**src/rtl/prefix_counter.sv**
```systemverilog
// Up/down counter with programmable modulus, wrap/saturate bound handling and
// a parallel-prefix incrementer/decrementer selectable between serial, Brent-Kung and Sklansky.
module prefix_counter #(
  parameter int unsigned width = 8,
  parameter int unsigned speed = 2,
  parameter int unsigned sat   = 0
) (
  input  logic             CLK,
  input  logic             RST,
  input  logic             EN,
  input  logic             UP,
  input  logic             LD,
  input  logic [width-1:0] D,
  input  logic [width-1:0] MAX,
  input  logic             CLR,
  output logic [width-1:0] Q,
  output logic             TC,
  output logic             OVF,
  output logic             ZERO
);

  localparam int unsigned N = width + 1;
  localparam int unsigned L = $clog2(N);

  // Prefix AND: p[i] = x[0] & x[1] & ... & x[i], built in place level by level.
  function automatic logic [N-1:0] prefix_and(input logic [N-1:0] x);
    logic [N-1:0] p;
    p = x;
    if (speed == 0) begin
      for (int i = 1; i < int'(N); i++) p[i] = p[i] & p[i-1];
    end else if (speed == 1) begin
      for (int l = 0; l < int'(L); l++) begin
        for (int i = 0; i < int'(N); i++) begin
          if (((i + 1) % (1 << (l + 1))) == 0) p[i] = p[i] & p[i - (1 << l)];
        end
      end
      for (int l = int'(L) - 1; l >= 0; l--) begin
        for (int i = 0; i < int'(N); i++) begin
          if (((i + 1) % (1 << (l + 1))) == (1 << l) && i >= (1 << (l + 1)))
            p[i] = p[i] & p[i - (1 << l)];
        end
      end
    end else begin
      for (int l = 0; l < int'(L); l++) begin
        for (int i = 0; i < int'(N); i++) begin
          if (((i >> l) & 1) == 1) p[i] = p[i] & p[((i >> l) << l) - 1];
        end
      end
    end
    return p;
  endfunction

  logic [width-1:0] r_q, w_q_d;
  logic             r_tc, w_tc_d;
  logic             r_ovf, w_ovf_d;
  logic [N-1:0]     w_pinc, w_pdec;
  logic [width-1:0] w_inc, w_dec;
  logic             w_q_zero, w_at_max, w_set_ovf;
  logic             w_unused_all_ones;

  assign w_pinc = prefix_and({r_q, 1'b1});
  assign w_pdec = prefix_and({~r_q, 1'b1});
  assign w_inc  = r_q ^ w_pinc[width-1:0];
  assign w_dec  = r_q ^ w_pdec[width-1:0];
  // Top prefix bit of the decrement chain is exactly "all bits of Q are zero".
  assign w_q_zero          = w_pdec[width];
  assign w_unused_all_ones = w_pinc[width];
  assign w_at_max          = (r_q >= MAX);

  always_comb begin
    w_q_d     = r_q;
    w_tc_d    = 1'b0;
    w_set_ovf = 1'b0;
    if (LD) begin
      w_q_d = D;
    end else if (EN) begin
      if (UP) begin
        if (w_at_max) begin
          w_tc_d    = 1'b1;
          w_q_d     = (sat != 0) ? MAX : '0;
          w_set_ovf = (sat != 0);
        end else begin
          w_q_d = w_inc;
        end
      end else begin
        if (w_q_zero) begin
          w_tc_d    = 1'b1;
          w_q_d     = (sat != 0) ? '0 : MAX;
          w_set_ovf = (sat != 0);
        end else begin
          w_q_d = w_dec;
        end
      end
    end
    // Set beats clear when both happen on the same edge.
    w_ovf_d = w_set_ovf | (r_ovf & ~CLR);
  end

  always_ff @(posedge CLK) begin
    if (RST) begin
      r_q   <= '0;
      r_tc  <= 1'b0;
      r_ovf <= 1'b0;
    end else begin
      r_q   <= w_q_d;
      r_tc  <= w_tc_d;
      r_ovf <= w_ovf_d;
    end
  end

  assign Q    = r_q;
  assign TC   = r_tc;
  assign OVF  = r_ovf;
  assign ZERO = w_q_zero;

endmodule

```
**config.mk**
```make
export PLATFORM = sky130hd
export DESIGN_NAME = prefix_counter
export DESIGN_NICKNAME = d
export VERILOG_FILES = /design/src/rtl/prefix_counter.sv
export SDC_FILE = /design/constraint.sdc
export NUM_CORES = 1
export LEC_CHECK = 0
export BUFFER_PORTS_ARGS = -buffer_cell sky130_fd_sc_hd__buf_4
export CAP_MARGIN = 40
export CORE_MARGIN = 2
export CORE_UTILIZATION = 30
export CTS_CLUSTER_SIZE = 16
export DETAILED_ROUTE_END_ITERATION = 8
export SLEW_MARGIN = 40
export SYNTH_ARGS = -nofsm -noshare
export SYNTH_HDL_FRONTEND = slang
export SYNTH_SLANG_ARGS = --single-unit
```
**constraint.sdc**
```tcl
create_clock -name CLK -period 4.3 [get_ports CLK]
set_clock_uncertainty 0.1 [all_clocks]
set_input_delay 0.43 -clock CLK [delete_from_list [all_inputs] [get_ports CLK]]
set_output_delay 0.43 -clock CLK [all_outputs]
set_load 0.01 [all_outputs]
```
==> insert_results.sql <==
INSERT INTO impl_metrics (metric_group, metric, value, unit) VALUES
('status', 'status', 'finished, final reports clean', ''),
('place', 'final_weighted_congestion_in_routability_driven_placement', '0.8590', ''),
('final_layout', 'count_of_fill_cells_added_during_filler_insertion', '371', ''),
('grt', 'wire_length_of_the_first_global_routing_pass', '5.023', 'mm'),
('setup_path', 'cp_max_fo', '8', ''),
('die', 'floorplan.die.width', '62.45', 'microns'),
('place', 'placement.cell_area', '0.001291', 'sq mm'),
('setup_path', 'criticalPathCategory', 'reg2out', ''),
('cts', 'clk_transition_reported_paths', '0.08', 'ns'),
('setup_path', 'cpMaxStageDelayCell', 'or3_1', ''),
('die', 'core_area', '0.003311', 'sq mm'),
('detailed_routing', 'drtPass1Iterations', '4', ''),
('die', 'io_pins', '33', ''),
('die', 'start_util', '30.95', '%'),
('cts', 'cts.repair_timing.setup_buffer_count', '0', ''),
('sta', 'final_max_slew_viol_count', '0', ''),
('sta', 'normalized_max_slew_margin', '72.22', '%'),
('cts', 'cts-root-buf', 'clkbuf_4', ''),
('setup_path', 'worst_setup_path_end_kind', 'primary output', ''),
('synthesis', 'post-synth-top-area-fraction', '19.54', '%'),
('detailed_routing', 'antenna_left', '0', ''),
('cts', 'cts-root-to-sink-buffers', '2', ''),
('setup_path', 'cp_cell_sequence', 'or3_1, inv_1, and3_1, buf_4', ''),
('pwr', 'power_density', '250.4', 'mW/mm^2'),
('synthesis', 'synthCells', '129', ''),
('setup_path', 'reg2reg_slack', '2.20', 'ns'),
('final_layout', 'area_growth_syn_to_layout', '29.55', '%'),
('sta', 'hold_slack', '0.2069', 'ns'),
('setup_path', 'timing.rr.end', 'Q[3]', ''),
('setup_path', 'cp.required', '3.77', 'ns'),
('synthesis', 'synth_net_count', '163', ''),
('synthesis', 'mappedNetlistArea', '0.001025', 'sq mm'),
('pwr', 'power.leakage', '0.6152', 'nW'),
('place', 'port-buffer-count', '32', ''),
('synthesis', 'netlist_top_cells_count', '13 x inv_1, 12 x ha_1, 10 x a21oi_1, 10 x dfxtp_1, 8 x nor3b_1', ''),
('sta', 'report.final.setup_viol', '0', ''),
('synthesis', 'most_used_dff_post_synth', 'dfxtp_1', ''),
('grt', 'track_usage', '15.81', '%'),
('grt', 'number_of_antenna_violations_at_the_first_check_in_global_routing', '0', ''),
('detailed_routing', 'routed-via-count', '1066', ''),
('synthesis', 'avgSynthCellArea', '7.944', 'sq um'),
('setup_path', 'cp_data_arrival_time', '1.89', 'ns'),
('min_path', 'holdCritPathClass', 'in2reg', ''),
('detailed_routing', 'residual_drc', '0', ''),
('cts', 'postCtsResizedCells', '0', ''),
('cts', 'worst_skew_pair.late_latency', '0.28', 'ns'),
('synthesis', 'synthDistinctLibCells', '40', ''),
('synthesis', 'synth_enable_flop_cells', '0', ''),
('die', 'core.rowCount', '21', ''),
('synthesis', 'yosys_top_cell_by_area', 'dfxtp_1', ''),
('setup_path', 'crit-reg2reg-launch', 'Q[0]', ''),
('detailed_routing', 'finalWirelength', '2.846', 'mm'),
('place', 'hpwl', '2.187', 'mm'),
('pwr', 'total_power', '0.3324', 'mW'),
('setup_path', 'critical-path-max-stage-delay', '0.47', 'ns'),
('synthesis', 'ys_seq_elements', '10', ''),
('die', 'floorplan.die.height', '62.45', 'microns'),
('cts', 'cts_buffers', '3', ''),
('synthesis', 'netlist_top_cells_area', 'dfxtp_1 20%, ha_1 15%, nor3b_1 5.9%', ''),
('sta', 'setup-tns-final', '0', 'ns'),
('synthesis', 'synth_async_sr_flop_share', '0', '%'),
('sta', 'finalWorstPathRequiredPeriod', '2.423', 'ns'),
('sta', 'hold_viol_final', '0', ''),
('cts', 'post_cts_hold_buffer_count', '0', ''),
('final_layout', 'proportion_of_layout_cells_with_a_drive_suffix_above_1', '28.66', '%'),
('final_layout', 'num-nets-final', '192', ''),
('sta', 'layout_worst_path_cycle_share', '56.36', '%'),
('grt', 'first_global_vias', '1087', ''),
('final_layout', 'antenna-diode-count', '0', ''),
('synthesis', 'yosys.cell_count.top_type', 'inv_1', ''),
('cts', 'clock_tree.htree_level_count', '1', '');
==> critical path, delay by kind of cell, from the launching register on <==
family / cells / cell delay [ns]
AND/OR/NAND/NOR: 2 / 0.87
flip-flops: 1 / 0.39
buffers and inverters: 2 / 0.35
==> state kept, by name, indices dropped and copies added, names as in the netlist <==
name,cells
Q,8
OVF,1
TC,1
==> power by group <==
part	switching (mW)	total [mW]	leakage [nW]	internal, mW
logic	0.0614	0.125	0.512	0.0634
clock network	0.0407	0.0923	0.0210	0.0515
registers	0.0159	0.115	0.0823	0.0994
total	0.118	0.332	0.615	0.214
==> kinds of logic (layout without fill, tap and decap cells) <==
family | after synthesis | after routing | share of synthesized area (%)
compound gates | 36 | 36 | 24.66
xor+xnor | 7 | 7 | 5.983
fa+ha+maj | 12 | 12 | 14.65
buf+inv | 21 | 49 | 7.814
flops | 10 | 10 | 19.54
mux | 4 | 4 | 4.029
simple gates | 39 | 39 | 23.32
==> cell usage in the layout, fill, tap and decap left out, types with 2 or more instances in the layout <==
master / instances
or2_2: 4
o21ai_0: 5
o211ai_1: 3
xnor2_1: 3
inv_1: 13
buf_4: 32
nor3_1: 4
a311oi_1: 2
clkbuf_4: 3
nor2_1: 6
a21oi_1: 10
mux2i_1: 3
o221ai_1: 5
nor3b_1: 8
ha_1: 12
xor2_1: 4
nand2_1: 3
nor2b_1: 2
o2111ai_1: 2
and3_1: 3
a211oi_1: 2
dfxtp_1: 10
==> how the worst min path moves through the flow <==
stage          startpoint  end  slack (ns)  cells after the start
2_1_floorplan         OVF  OVF        0.40                      1
3_3_place_gp          OVF  OVF        0.37                      1
6_report              CLR  OVF        0.21                      2
4_1_cts               CLR  OVF        0.20                      2
3_5_place_dp          OVF  OVF        0.37                      1
5_1_grt               CLR  OVF        0.19                      2
==> per-layer routing <==
layer,up-vias,part of all wire (%),global-route usage (%)
met5,-,0,0
met4,0,1.0,5.000
met3,4,4.4,4.144
met2,27,47,25.27
met1,501,48,20.75
li1,534,-,-
==> through the flow <==
stage               std cells  setup WS (ns)
finish                    203          1.877
global route              203          1.772
CTS                       203          1.880
detailed placement        199          2.207
global placement          199          2.181
floorplan                 129          2.405
==> final cells by class <==
type                    instances  area [sq um]  share of cell area [%]
repair buffers                 32         240.2                   18.10
multi-input cells              98         744.5                   56.08
flip-flops and latches         10         200.2                   15.08
clock buffers                   4         36.28                   2.733
inverters                      13         48.80                   3.676
well taps                      46         57.56                   4.336
Power figures use the tool's default switching activity.
